<file path="config.mk">
export PLATFORM = sky130hd
export DESIGN_NAME = audio_rec_ctrl_flat
export DESIGN_NICKNAME = d
export VERILOG_FILES = /design/src/rtl/audio_rec_if.sv /design/src/rtl/audio_rec_ctrl.sv /design/src/flat_wrapper.sv
export SDC_FILE = /design/constraint.sdc
export NUM_CORES = 1
export LEC_CHECK = 0
export ABC_AREA = 1
export ABC_CLOCK_PERIOD_IN_PS = 8260
export CAP_MARGIN = 20
export CORE_UTILIZATION = 25
export DETAILED_ROUTE_END_ITERATION = 7
export PLACE_DENSITY_LB_ADDON = 0.25
export SETUP_SLACK_MARGIN = 0.15
export SKIP_LAST_GASP = 1
export SLEW_MARGIN = 20
export SYNTH_ARGS = -nofsm -noshare
export SYNTH_HDL_FRONTEND = slang
export SYNTH_SLANG_ARGS = --single-unit
</file>
<file path="constraint.sdc">
create_clock -name clk -period 8.26 [get_ports clk]
set_input_delay 1.239 -clock clk [delete_from_list [all_inputs] [get_ports clk]]
set_output_delay 1.239 -clock clk [all_outputs]
set_load 0.005 [all_outputs]
</file>
<file path="src/rtl/audio_rec_if.sv">
// audio_rec_if: codec sample path, SRAM bus and status signals of audio_rec_ctrl.
interface audio_rec_if #(parameter int ADDR_W = 20, parameter int DATA_W = 16);
  logic              i_init_done;
  logic              i_play_btn;
  logic              i_stop_btn;
  logic              i_record_btn;
  logic [3:0]        i_speed_sw;
  logic              i_adc_valid;
  logic [DATA_W-1:0] i_adc_data;
  logic              i_dac_req;
  logic [DATA_W-1:0] o_dac_data;
  logic [ADDR_W-1:0] o_sram_addr;
  logic [DATA_W-1:0] o_sram_wdata;
  logic              o_sram_dq_oe;
  logic [DATA_W-1:0] i_sram_rdata;
  logic              o_sram_ce_n;
  logic              o_sram_oe_n;
  logic              o_sram_we_n;
  logic              o_sram_ub_n;
  logic              o_sram_lb_n;
  logic [2:0]        o_state;
  logic [ADDR_W-1:0] o_end_addr;
  logic              o_overrun;
  modport master (
    output i_init_done, i_play_btn, i_stop_btn, i_record_btn, i_speed_sw,
           i_adc_valid, i_adc_data, i_dac_req, i_sram_rdata,
    input  o_dac_data, o_sram_addr, o_sram_wdata, o_sram_dq_oe, o_sram_ce_n,
           o_sram_oe_n, o_sram_we_n, o_sram_ub_n, o_sram_lb_n, o_state,
           o_end_addr, o_overrun
  );
  modport slave (
    input  i_init_done, i_play_btn, i_stop_btn, i_record_btn, i_speed_sw,
           i_adc_valid, i_adc_data, i_dac_req, i_sram_rdata,
    output o_dac_data, o_sram_addr, o_sram_wdata, o_sram_dq_oe, o_sram_ce_n,
           o_sram_oe_n, o_sram_we_n, o_sram_ub_n, o_sram_lb_n, o_state,
           o_end_addr, o_overrun
  );
endinterface

</file>
<file path="src/rtl/audio_rec_ctrl.sv">
// audio_rec_ctrl: record/playback sequencer between codec samples and a 16-bit SRAM.
// Define PLAY_LOOP_EN to wrap playback to address 0 at end_addr instead of returning to IDLE.
module audio_rec_ctrl #(
  parameter int ADDR_W = 20,
  parameter int DATA_W = 16
) (
  input logic        clk,
  input logic        rst_n,
  audio_rec_if.slave bus
);
  typedef enum logic [2:0] {S_INIT, S_IDLE, S_REC, S_PLAY, S_PAUSE} state_t;
  typedef enum logic [2:0] {A_IDLE, A_W1, A_W2, A_R1, A_R2, A_R3} acc_t;
  state_t            r_state, w_state;
  acc_t              r_acc, w_acc;
  logic [ADDR_W-1:0] r_addr, w_addr, r_end, w_end;
  logic [2:0]        r_rep, w_rep;
  logic [DATA_W-1:0] r_dac, w_dac, r_wdata, w_wdata;
  logic              r_stop_p, w_stop_p, r_play_p, w_play_p, r_ovr, w_ovr;
  logic              w_busy, w_stop, w_play;
  logic [2:0]        w_f1;
  logic [ADDR_W:0]   w_step, w_next;

  always_ff @(posedge clk or negedge rst_n)
    if (!rst_n) begin
      r_state  <= S_INIT;
      r_acc    <= A_IDLE;
      r_addr   <= '0;
      r_end    <= '0;
      r_rep    <= '0;
      r_dac    <= '0;
      r_wdata  <= '0;
      r_stop_p <= 1'b0;
      r_play_p <= 1'b0;
      r_ovr    <= 1'b0;
    end else begin
      r_state  <= w_state;
      r_acc    <= w_acc;
      r_addr   <= w_addr;
      r_end    <= w_end;
      r_rep    <= w_rep;
      r_dac    <= w_dac;
      r_wdata  <= w_wdata;
      r_stop_p <= w_stop_p;
      r_play_p <= w_play_p;
      r_ovr    <= w_ovr;
    end

  // Buttons seen during an access are held and applied once the access has finished.
  always_comb begin
    w_busy   = r_acc != A_IDLE;
    w_stop   = bus.i_stop_btn | r_stop_p;
    w_play   = bus.i_play_btn | r_play_p;
    w_stop_p = w_busy & w_stop;
    w_play_p = w_busy & w_play;
    w_ovr    = w_busy & (bus.i_adc_valid | bus.i_dac_req);
    w_f1     = bus.i_speed_sw[2:0];
    w_step   = bus.i_speed_sw[3] ? (ADDR_W+1)'(r_rep == w_f1) : (ADDR_W+1)'(w_f1) + (ADDR_W+1)'(1);
    w_next   = {1'b0, r_addr} + w_step;
    w_state  = r_state;
    w_acc    = r_acc;
    w_addr   = r_addr;
    w_end    = r_end;
    w_rep    = r_rep;
    w_dac    = r_dac;
    w_wdata  = r_wdata;
    case (r_acc)
      A_W1: w_acc = A_W2;
      A_W2: begin
        w_acc  = A_IDLE;
        w_addr = r_addr + 1'b1;
        if (&r_addr) begin
          w_state = S_IDLE;
          w_end   = r_addr;
        end
      end
      A_R1: w_acc = A_R2;
      A_R2: w_acc = A_R3;
      A_R3: begin
        w_acc = A_IDLE;
        w_dac = bus.i_sram_rdata;
        w_rep = (bus.i_speed_sw[3] && r_rep != w_f1) ? r_rep + 3'd1 : 3'd0;
        if (w_next >= {1'b0, r_end}) begin
          w_addr = '0;
`ifdef PLAY_LOOP_EN
          w_state = r_state;
`else
          w_state = S_IDLE;
`endif
        end else
          w_addr = w_next[ADDR_W-1:0];
      end
      default:
        case (r_state)
          S_INIT: w_state = bus.i_init_done ? S_IDLE : S_INIT;
          S_IDLE:
            if (!bus.i_stop_btn && bus.i_record_btn) begin
              w_state = S_REC;
              w_addr  = '0;
            end else if (!bus.i_stop_btn && bus.i_play_btn && |r_end) begin
              w_state = S_PLAY;
              w_addr  = '0;
              w_rep   = '0;
            end
          S_REC:
            if (w_stop) begin
              w_state = S_IDLE;
              w_end   = r_addr;
            end else if (bus.i_adc_valid) begin
              w_acc   = A_W1;
              w_wdata = bus.i_adc_data;
            end
          S_PLAY: begin
            w_state = w_stop ? S_IDLE : w_play ? S_PAUSE : S_PLAY;
            w_acc   = (!w_stop && !w_play && bus.i_dac_req) ? A_R1 : A_IDLE;
          end
          S_PAUSE: w_state = w_stop ? S_IDLE : w_play ? S_PLAY : S_PAUSE;
          default: w_state = S_INIT;
        endcase
    endcase
  end

  assign bus.o_state      = r_state;
  assign bus.o_dac_data   = r_dac;
  assign bus.o_end_addr   = r_end;
  assign bus.o_overrun    = r_ovr;
  assign bus.o_sram_addr  = r_addr;
  assign bus.o_sram_wdata = r_wdata;
  assign bus.o_sram_dq_oe = r_acc == A_W1 || r_acc == A_W2;
  assign bus.o_sram_ce_n  = r_acc == A_IDLE;
  assign bus.o_sram_we_n  = r_acc != A_W1;
  assign bus.o_sram_oe_n  = !(r_acc == A_R1 || r_acc == A_R2 || r_acc == A_R3);
  assign bus.o_sram_ub_n  = r_acc == A_IDLE;
  assign bus.o_sram_lb_n  = r_acc == A_IDLE;
endmodule

</file>
<file path="src/flat_wrapper.sv">
// flat-port wrapper written by rule: the top's interface ports become plain ports
module audio_rec_ctrl_flat 
#(
  parameter int ADDR_W = 20,
  parameter int DATA_W = 16
)
  (clk, rst_n, bus_i_init_done, bus_i_play_btn, bus_i_stop_btn, bus_i_record_btn, bus_i_speed_sw, bus_i_adc_valid, bus_i_adc_data, bus_i_dac_req, bus_i_sram_rdata, bus_o_dac_data, bus_o_sram_addr, bus_o_sram_wdata, bus_o_sram_dq_oe, bus_o_sram_ce_n, bus_o_sram_oe_n, bus_o_sram_we_n, bus_o_sram_ub_n, bus_o_sram_lb_n, bus_o_state, bus_o_end_addr, bus_o_overrun);
  audio_rec_if #(.ADDR_W(ADDR_W), .DATA_W(DATA_W)) bus_i ();
  input logic clk;
  input logic rst_n;
  input wire logic [$bits(bus_i.i_init_done)-1:0] bus_i_init_done;
  input wire logic [$bits(bus_i.i_play_btn)-1:0] bus_i_play_btn;
  input wire logic [$bits(bus_i.i_stop_btn)-1:0] bus_i_stop_btn;
  input wire logic [$bits(bus_i.i_record_btn)-1:0] bus_i_record_btn;
  input wire logic [$bits(bus_i.i_speed_sw)-1:0] bus_i_speed_sw;
  input wire logic [$bits(bus_i.i_adc_valid)-1:0] bus_i_adc_valid;
  input wire logic [$bits(bus_i.i_adc_data)-1:0] bus_i_adc_data;
  input wire logic [$bits(bus_i.i_dac_req)-1:0] bus_i_dac_req;
  input wire logic [$bits(bus_i.i_sram_rdata)-1:0] bus_i_sram_rdata;
  output wire logic [$bits(bus_i.o_dac_data)-1:0] bus_o_dac_data;
  output wire logic [$bits(bus_i.o_sram_addr)-1:0] bus_o_sram_addr;
  output wire logic [$bits(bus_i.o_sram_wdata)-1:0] bus_o_sram_wdata;
  output wire logic [$bits(bus_i.o_sram_dq_oe)-1:0] bus_o_sram_dq_oe;
  output wire logic [$bits(bus_i.o_sram_ce_n)-1:0] bus_o_sram_ce_n;
  output wire logic [$bits(bus_i.o_sram_oe_n)-1:0] bus_o_sram_oe_n;
  output wire logic [$bits(bus_i.o_sram_we_n)-1:0] bus_o_sram_we_n;
  output wire logic [$bits(bus_i.o_sram_ub_n)-1:0] bus_o_sram_ub_n;
  output wire logic [$bits(bus_i.o_sram_lb_n)-1:0] bus_o_sram_lb_n;
  output wire logic [$bits(bus_i.o_state)-1:0] bus_o_state;
  output wire logic [$bits(bus_i.o_end_addr)-1:0] bus_o_end_addr;
  output wire logic [$bits(bus_i.o_overrun)-1:0] bus_o_overrun;
  assign bus_i.i_init_done = bus_i_init_done;
  assign bus_i.i_play_btn = bus_i_play_btn;
  assign bus_i.i_stop_btn = bus_i_stop_btn;
  assign bus_i.i_record_btn = bus_i_record_btn;
  assign bus_i.i_speed_sw = bus_i_speed_sw;
  assign bus_i.i_adc_valid = bus_i_adc_valid;
  assign bus_i.i_adc_data = bus_i_adc_data;
  assign bus_i.i_dac_req = bus_i_dac_req;
  assign bus_i.i_sram_rdata = bus_i_sram_rdata;
  assign bus_o_dac_data = bus_i.o_dac_data;
  assign bus_o_sram_addr = bus_i.o_sram_addr;
  assign bus_o_sram_wdata = bus_i.o_sram_wdata;
  assign bus_o_sram_dq_oe = bus_i.o_sram_dq_oe;
  assign bus_o_sram_ce_n = bus_i.o_sram_ce_n;
  assign bus_o_sram_oe_n = bus_i.o_sram_oe_n;
  assign bus_o_sram_we_n = bus_i.o_sram_we_n;
  assign bus_o_sram_ub_n = bus_i.o_sram_ub_n;
  assign bus_o_sram_lb_n = bus_i.o_sram_lb_n;
  assign bus_o_state = bus_i.o_state;
  assign bus_o_end_addr = bus_i.o_end_addr;
  assign bus_o_overrun = bus_i.o_overrun;
  audio_rec_ctrl #(.ADDR_W(ADDR_W), .DATA_W(DATA_W)) u_core (.clk(clk), .rst_n(rst_n), .bus(bus_i));
endmodule
</file>
Word-level counts from Yosys, hierarchy flattened
Cells that the tools add are included.
{"block": "word_totals", "ff_bits": 84, "in_bits": 44, "output_inout_bits": 82, "word_cells": 113}
{"block": "classes", "addsub": 4, "order_cmp": 1, "eq_ne": 19, "mux": 32, "n_bitwise": 11, "reduce_logical": 36}
{"cell": "20-bit two-way mux", "count": 7}
{"cell": "20-bit case mux with 3 select lines", "count": 1}
{"cell": "3-bit two-way mux", "count": 15}
{"cell": "20-bit case mux with 2 select lines", "count": 1}
{"cell": "20-bit by 21-bit adder with 21-bit output", "count": 1}
{"cell": "21-bit by 20-bit >= comparator with 1-bit output", "count": 1}
{"cell": "21-bit two-way mux", "count": 1}
{"cell": "20-bit by 1-bit adder with 20-bit output (second input constant)", "count": 1}
{"cell": "20-bit AND reduction", "count": 1}
{"cell": "20-bit OR reduction", "count": 1}
{"cell": "3-bit case mux with 5 select lines", "count": 1}
{"cell": "3-bit by 2-bit == test with 1-bit output (second input constant)", "count": 4}
{"cell": "3-bit case mux with 2 select lines", "count": 2}
{"cell": "3-bit case mux with 4 select lines", "count": 1}
{"cell": "4-bit AND reduction", "count": 3}
{"cell": "3-bit == test (second input constant)", "count": 3}
{"cell": "3-bit case mux with 3 select lines", "count": 1}
{"cell": "2-bit nonzero test", "count": 4}
{"cell": "4-bit OR reduction", "count": 2}
{"cell": "3-bit by 1-bit == test with 1-bit output (second input constant)", "count": 2}
{"cell": "1-bit logical AND", "count": 6}
{"cell": "3-bit zero test", "count": 2}
{"cell": "6-bit by 3-bit != test with 1-bit output (second input constant)", "count": 1}
{"cell": "6-bit != test (second input constant)", "count": 1}
{"cell": "other kinds (24)", "count": 40}

Longest topological paths before layout
Gate-level depths: netlist (run 1).
{"block": "depth", "word_depth": 7, "mapped_depth": 25, "depth_no_buf": 25}

Worst setup path before layout (run 1)
No wires, ideal clock.
{"block": "synth_path", "kind": "input port to flip-flop", "startpoint": "input port bus_i_speed_sw[2]", "endpoint": "register u_core.r_addr[8], in the netlist u_core.bus.o_sram_addr[8]", "setup_time_ns": 0.126, "arrival_ns": 4.028, "required_time_ns": 8.134, "setup_slack_ns": 4.106, "stages": 23, "n_path_buf": 1, "cell_sequence": "xnor2_1 -> a31oi_1 -> a21oi_1 -> ha_1 -> fa_1 -> inv_1 -> nor2_1 -> o21ai_0 -> nor2_1 -> xor2_1 -> ha_1 -> nand2_1 -> nor2_1 -> inv_1 -> nor2_1 -> nand2_1 -> nand2_1 -> nand2_1 -> nand2_1 -> nand2_2 -> buf_2 -> nand3_1 -> nand3_1"}
{"block": "synth_between", "elab_chain_cells": 6, "elab_cells_between_ends": 7, "cone_classes": "2 x add/sub; 1 x order compare; 1 x eq/ne; 3 x mux"}
{"item": "start: declaration", "line": "flat_wrapper.sv:15", "text": "input wire logic [$bits(bus_i.i_speed_sw)-1:0] bus_i_speed_sw;"}
{"item": "3-bit by 1-bit adder with 4-bit output / 3-bit == test (equally long branches)", "line": "audio_rec_ctrl.sv:57", "text": "w_step = bus.i_speed_sw[3] ? (ADDR_W+1)'(r_rep == w_f1) : (ADDR_W+1)'(w_f1) + (ADDR_W+1)'(1);"}
{"item": "21-bit two-way mux *", "line": "audio_rec_ctrl.sv:57"}
{"item": "20-bit by 21-bit adder with 21-bit output *", "line": "audio_rec_ctrl.sv:58", "text": "w_next = {1'b0, r_addr} + w_step;"}
{"item": "21-bit by 20-bit >= comparator with 1-bit output", "line": "audio_rec_ctrl.sv:82", "text": "if (w_next >= {1'b0, r_end}) begin"}
{"item": "20-bit two-way mux *", "line": "audio_rec_ctrl.sv:82"}
{"item": "20-bit case mux with 3 select lines *", "line": "audio_rec_ctrl.sv:66", "text": "case (r_acc)"}
{"item": "end signal: assignment", "line": "audio_rec_ctrl.sv:38", "text": "r_addr <= w_addr;"}
{"item": "end: declaration", "line": "audio_rec_ctrl.sv:15", "text": "logic [ADDR_W-1:0] r_addr, w_addr, r_end, w_end;"}
Every way passes the cells marked *; elsewhere a longest branch is shown, timed or not.
A chain may end at the register's enable or synchronous reset.

Final worst setup path (run 1)
{"block": "layout_path", "startpoint": "input port bus_i_speed_sw[2]", "endpoint": "register u_core.r_state[0], in the netlist u_core.bus.o_state[0]"}
{"block": "layout_between", "elab_chain_cells": 6, "elab_cells_between_ends": 7, "cone_classes": "2 x add/sub; 1 x order compare; 2 x eq/ne; 1 x mux; 1 x reduce/logical"}
{"item": "3-bit by 1-bit adder with 4-bit output / 3-bit == test (equally long branches)", "line": "audio_rec_ctrl.sv:57"}
{"item": "21-bit two-way mux *", "line": "audio_rec_ctrl.sv:57"}
{"item": "20-bit by 21-bit adder with 21-bit output *", "line": "audio_rec_ctrl.sv:58"}
{"item": "21-bit by 20-bit >= comparator with 1-bit output *", "line": "audio_rec_ctrl.sv:82"}
{"item": "2-bit by 1-bit != test with 1-bit output (no source line) *"}
{"item": "5-bit AND reduction (no source line) *"}
{"item": "end signal: assignment", "line": "audio_rec_ctrl.sv:36", "text": "r_state <= w_state;"}
{"item": "end: declaration", "line": "audio_rec_ctrl.sv:13", "text": "state_t r_state, w_state;"}
Marks and branches as above.

==> flow_metrics.tcl, run 1 <==
set metrics [dict create \
    status "complete, no violations" \
    fin_crit_ns 4.92 \
    synth_edf_count 0 \
    nets 888 \
    leakagePower_nw 3.39 \
    power_switching_mw 1.08 \
    synth_top_area_cell "dfrtp_1" \
    r2r_end "u_core.bus.o_state[0]" \
    die_area_mm2 0.0216 \
    setup_viol 0 \
    synth_xor_area_share_pct 3.66 \
    p_comb_share_pct 53.2 \
    cp-endpoint "u_core.bus.o_state[0]" \
    ir_drop_mv 0.168 \
    gp_congestion 0.830 \
    vias 4767 \
    wire_per_inst_um 14.3 \
    cts.htree.levels 3 \
    hp-class "flop to flop" \
    postCtsResizedCells 0 \
    max_stage_delay_ns 0.47 \
    cts_buffer_depth 2 \
    rsz0062_at_grt "false" \
    vias_per_cell 4.37 \
    hold_buffers 0 \
    use_met3_pct 4.88 \
    grt.busiest_layer "met2" \
    max_freq_ghz 0.203 \
    synth-async-reset-ratio_pct 100 \
    die_h_um 147 \
    swShare_pct 42.5 \
    powerDensity_mw_per_mm2 361 \
    wirelength_um 15600 \
    n_antenna_cell 0 \
    syn_area_per_cell_um2 7.58 \
    final-seq-area_mm2 0.00210 \
    synth-compound-area-share_pct 8.00 \
    worstSkewPairLatency_ns 0.35 \
    final_cells 1091 \
    netlist-cell-type-count 37 \
    multiInputGateArea_mm2 0.00268 \
    syn_inst 694 \
    finalHoldViolations 0 \
    startpoint_type "primary input" \
    postRouteAntennaNets 0 \
    cp_max_fo 18 \
    rr_worst_depth 24 \
    grt-ovfl-total 0 \
    first_global_vias 4862 \
    path_buf_inv 3 \
    firstDrtPassIters 5 \
    start_util_pct 25.7 \
    cp-end-kind "flop" \
    cts.sinks 84 \
    synth_seq_area_share_pct 40.0 \
    synthMuxAreaShare_pct 3.43 \
    syn2layout_area_growth_pct 34.1 \
    cts_buffers 9 \
    rows 52 \
    io_buffers 125 \
    power_frac_seq_pct 30.1 \
    critPathTopFamily "simple AND/OR/NAND/NOR gates" \
    tritoncts "yes" \
    use_met2_pct 23.3 \
    drv_cap 0 \
    startpoint "bus_i_speed_sw[2]" \
    clkTransAtPathRegs_ns 0.06 \
    synth_common_cells "190 x nand2_1, 93 x inv_1, 84 x dfrtp_1" \
    grtUsageMet1_pct 20.9 \
    synth_top_family_by_area "simple AND/OR/NAND/NOR gates" \
    syn_nets 766 \
    ys_seq_elements 84 \
    fillers 2217 \
    synth_most_common_cell "nand2_1" \
    synthFlopType "dfrtp_1" \
    r2r-start "u_core.r_rep[2]" \
    drc 0 \
    grt_max_degree 46 \
    maxSlewHeadroom_pct 36.2 \
    period_share_pct 59.6 \
    drv_slew 0 \
    fin_setup_tns_ns 0 \
    layout-drive-gt1-share_pct 7.80 \
    worst_pin_slew_ns 0.955 \
    io_pins 126 \
    synth_simple_gate_area_share_pct 29.2 \
    synthTopCellsByArea "dfrtp_1 40%, nand2_1 14%, nand3_1 6.8%" \
    drt_iter0_markers 233 \
    yosys.area_share.adder_pct 6.81 \
    crit_type "primary input to flop" \
    intPower_mw 1.47 \
    critical-path-slowest-cell "clkdlybuf4s50_1" \
    fin_skew_ns 0.0109 \
    dp.cells 1075 \
    core_area_mm2 0.0204 \
    gr-usage-all-layers_pct 15.4 \
    worst_ep_required_time_ns 8.50 \
    clockRootBuffer "clkbuf_16" \
    crit_cells 25 \
    yosys_warnings 0 \
    dp.final_hpwl_um 11700 \
    synth.top_cell.area_share_pct 40.0 \
    cp.arrival_ns 5.17 \
    antenna_found_initial 0 \
    netlist_area_mm2 0.00526 \
    r2r_slack_ns 4.30 \
    die_x_um 147 \
    postCtsSetupBuffers 0 \
    crit_top_cell "nand2_1" \
    grt_pass1_wl_um 25800 \
    clockPowerShare_pct 16.7 \
]
[cells in the final DEF (no fill, tap or decap), types with 2 or more instances in the layout]
cell type          n
nand3b_1           2
nand2_2            9
nand2_1          190
dfrtp_1           84
nand3_1           71
o21ai_2           10
nor2_4             4
inv_2              2
o31ai_1            2
nor3_1             7
o21ai_0           22
inv_1             93
clkdlybuf4s50_1  124
nand4_1            4
xnor2_1            4
nor2_1            69
o21ai_1            8
nor2_2             2
clkbuf_16          9
buf_4              3
mux2_2            16
a21oi_1           23
xor2_1            18
ha_1              27
[kinds of logic after synthesis]
group           Yosys count
simple gates            360
buf+inv                 112
flops                    84
compound gates           72
fa+ha+maj                28
xor+xnor                 22
mux                      16
[metrics by stage]
step                      worst slack, ns  utilization [%]  total power [mW]  hold slack (ns)  area, um^2
after global routing                 2.92             34.5              2.79            0.504        7050
after floorplan                      4.11                -              1.53            0.472        5260
after CTS                            3.34             34.5              2.59            0.490        7050
after global placement               3.07             33.0              2.13            0.462        6750
final                                3.34             34.5              2.55            0.486        7050
after detailed placement             2.99             33.0              2.14            0.465        6750
[tightest hold or removal path, delay by kind of cell (launching register included)]
kind | cells | cell delay, ns
and+or+nand+nor | 2 | 0.11
DFF | 1 | 0.35
[state kept, by name, summed over array words and instances, names as in the netlist]
| register | count |
|---|---|
| u_core.bus.o_end_addr | 20 |
| u_core.bus.o_sram_addr | 20 |
| u_core.bus.o_dac_data | 16 |
| u_core.bus.o_sram_wdata | 16 |
| u_core.bus.o_state | 3 |
| u_core.r_acc | 3 |
| u_core.r_rep | 3 |
| u_core.bus.o_overrun | 1 |
| u_core.r_play_p | 1 |
| u_core.r_stop_p | 1 |
[metal layers]
| metal | vias up | part of all wire, % | wire length (um) |
|---|---|---|---|
| met4 | 0 | 1.3 | 197 |
| li1 | 2452 | - | - |
| met3 | 15 | 7.6 | 1180 |
| met1 | 2146 | 49 | 7590 |
| met2 | 154 | 43 | 6640 |
| met5 | - | 0 | 0 |
[layout make-up]
| type | instances | area share (%) |
|---|---|---|
| repair buffers | 127 | 17.9 |
| multi-input cells | 498 | 38.1 |
| clock buffers | 11 | 3.44 |
| flip-flops and latches | 84 | 29.8 |
| clock inverters | 5 | 0.852 |
| inverters | 96 | 5.11 |
| well taps | 270 | 4.79 |
[power groups by stage]
stage                     logic (mW)  registers (mW)  clock network [mW]
after global routing            1.54           0.797               0.456
after CTS                       1.37           0.772               0.442
after detailed placement        1.36           0.773                   0
final                           1.36           0.768               0.425
after floorplan                0.784           0.742                   0
after global placement          1.36           0.775                   0
[worst min path at each step]
stage                                  start                        to  slack [ns]  depth (start not counted)
floorplan           u_core.bus.o_dac_data[0]  u_core.bus.o_dac_data[0]        0.47                          2
global placement    u_core.bus.o_dac_data[9]  u_core.bus.o_dac_data[9]        0.46                          2
detailed placement  u_core.bus.o_dac_data[2]  u_core.bus.o_dac_data[2]        0.47                          2
CTS                 u_core.bus.o_dac_data[1]  u_core.bus.o_dac_data[1]        0.49                          2
global route        u_core.bus.o_dac_data[1]  u_core.bus.o_dac_data[1]        0.50                          2
finish              u_core.bus.o_dac_data[1]  u_core.bus.o_dac_data[1]        0.49                          2
Note: power is estimated with default switching activity, not from simulation.
==> inputs of run 2 (changes only) <==
--- a/config.mk
+++ b/config.mk
@@ -6,7 +6,7 @@
 export NUM_CORES = 1
 export LEC_CHECK = 0
 export ABC_AREA = 1
-export ABC_CLOCK_PERIOD_IN_PS = 8260
+export ABC_CLOCK_PERIOD_IN_PS = 4830
 export CAP_MARGIN = 20
 export CORE_UTILIZATION = 25
 export DETAILED_ROUTE_END_ITERATION = 7
==> constraint.sdc (replaced) <==
create_clock -name clk -period 4.83 [get_ports clk]
set_input_delay 0.7245 -clock clk [delete_from_list [all_inputs] [get_ports clk]]
set_output_delay 0.7245 -clock clk [all_outputs]
set_load 0.005 [all_outputs]
==> run 2 against run 1 <==
Via count grew 1.3%. Sequential share of layout area is 0.14 points lower. Clock power rose by 74%. Critical path type unchanged. Critical endpoint is now u_core.bus.o_sram_addr[13]. Largest cell class unchanged. Highest routed layer unchanged.
==> flow_metrics.tcl, run 2 (synthesis results as in run 1) <==
set metrics [dict create \
    final_area_mm2 0.00708 \
    first_global_vias 4870 \
    fin_crit_ns 4.17 \
    final_cells 1095 \
    cts.htree.levels 3 \
    postRouteAntennaNets 0 \
    n_antenna_cell 0 \
    cp-end-kind "flop" \
    hold_buffers 0 \
    cts.sinks 84 \
    powerDensity_mw_per_mm2 622 \
    worst_pin_slew_ns 0.947 \
    fillers 2226 \
    die_x_um 147 \
    startpoint_type "primary input" \
    drc 0 \
    gp_congestion 0.841 \
    firstDrtPassIters 5 \
    cp_max_fo 8 \
    nets 892 \
    postCtsResizedCells 0 \
    finalHoldViolations 0 \
    io_pins 126 \
    drt_iter0_markers 232 \
    maxSlewHeadroom_pct 36.7 \
    clkTransAtPathRegs_ns 0.07 \
    hp-class "primary input to async pin" \
    final_common_cell "nand2_1" \
    worstSkewPairLatency_ns 0.36 \
    r2r-start "u_core.r_rep[2]" \
    cp.arrival_ns 4.46 \
    vias 4831 \
    max_freq_ghz 0.240 \
    antenna_found_initial 0 \
    die_h_um 147 \
    grt_max_degree 55 \
    io_buffers 125 \
    layout-drive-gt1-share_pct 8.36 \
    dp.cells 1079 \
    startpoint "bus_i_speed_sw[0]" \
    syn2layout_area_growth_pct 34.7 \
    multiInputGateArea_mm2 0.00268 \
    dp.final_hpwl_um 11800 \
    fin_setup_tns_ns 0 \
    vias_per_cell 4.41 \
    clockRootBuffer "clkbuf_16" \
    gr-usage-all-layers_pct 15.4 \
    setup_viol 0 \
    grt-ovfl-total 0 \
    status "complete, no violations" \
    rsz0062_at_grt "false" \
    cts_buffer_depth 2 \
    start_util_pct 25.7 \
    core_area_mm2 0.0204 \
    die_area_mm2 0.0216 \
    period_share_pct 86.3 \
    worst_ep_required_time_ns 5.12 \
    wire_per_inst_um 14.3 \
    wirelength_um 15600 \
    rr_worst_depth 24 \
    grt_pass1_wl_um 26000 \
    fin_skew_ns 0.00954 \
    final-seq-area_mm2 0.00210 \
    cts_buffers 9 \
    drv_cap 0 \
    tritoncts "yes" \
    ir_drop_mv 0.287 \
    drv_slew 0 \
    leakagePower_nw 3.41 \
    rows 52 \
    postCtsSetupBuffers 0 \
    crit_type "primary input to flop" \
    layout_common_cells "190 x nand2_1, 124 x clkdlybuf4s50_1, 93 x inv_1, 84 x dfrtp_1, 71 x nand3_1" \
    place_area_mm2 0.00678 \
]
==> run 2: cell count changes in the layout (fill, tap and decap cells not counted), sizes merged <==
cell,before,now
inv,96,100
clkinv,3,2
clkbuf,11,9
buf,3,7
clkinvlp,1,0
==> run 2: critical path: stages <==
cell and delay, ns:
clkdlybuf4s50_1 0.49, xnor2_1 0.16, a31oi_1 0.26, a21oi_1 0.08, ha_1 0.21, fa_1 0.41, inv_1 0.07, nor2_1 0.06
nor2_1 0.22, nor2_2 0.11, nand2_1 0.08, xor2_1 0.21, ha_1 0.28, nand2_1 0.12, nor2_1 0.05, nand2_1 0.06
nor2_1 0.04, nand2_1 0.07, nand2_1 0.05, nor2_1 0.08, nand2_1 0.07, nand2_2 0.18, buf_4 0.20, nand3_1 0.09
nand3_1 0.08
==> run 2: area by class of cell <==
| type | count | area share, % |
|---|---|---|
| sequential | 84 | 29.7 |
| inverter | 96 | 5.09 |
| tap | 270 | 4.77 |
| clock inverter | 7 | 1.15 |
| clock buffer | 9 | 3.18 |
| timing repair buffer | 131 | 18.3 |
| multi-input combinational | 498 | 37.9 |
==> run 2: report_power, final <==
| group | internal [mW] | switching (mW) |
|---|---|---|
| Combinational | 1.11 | 1.25 |
| Clock | 0.411 | 0.327 |
| Sequential | 1.01 | 0.303 |
| Total | 2.53 | 1.88 |
==> run 2: worst paths after layout <==
path,to,slack [ns]
worst max-delay path,u_core.bus.o_sram_addr[13],0.66
worst max register to register,u_core.bus.o_sram_addr[13],1.12
min in group clk,u_core.bus.o_dac_data[1],0.48
worst min register to register,u_core.bus.o_dac_data[1],0.48
max in group asynchronous,u_core.bus.o_end_addr[6],3.46
worst min-delay path,u_core.bus.o_sram_wdata[10],0.41
==> run 2: metal layers <==
metal	wire [um]	vias up	GRT usage, %
li1	-	2462	-
met1	7480	2209	20.2
met2	6780	145	24.2
met3	1190	15	5.12
met4	174	0	4.02
met5	0	-	0
==> run 2: through the flow <==
step	setup slack [ns]	total power, mW	utilization, %	hold WS [ns]
2_1_floorplan	1.19	2.61	-	0.429
4_1_cts	0.684	4.47	34.7	0.450
3_5_place_dp	0.324	3.70	33.2	0.466
6_report	0.663	4.41	34.7	0.414
5_1_grt	0.243	4.86	34.7	0.474
3_3_place_gp	0.374	3.69	33.2	0.463
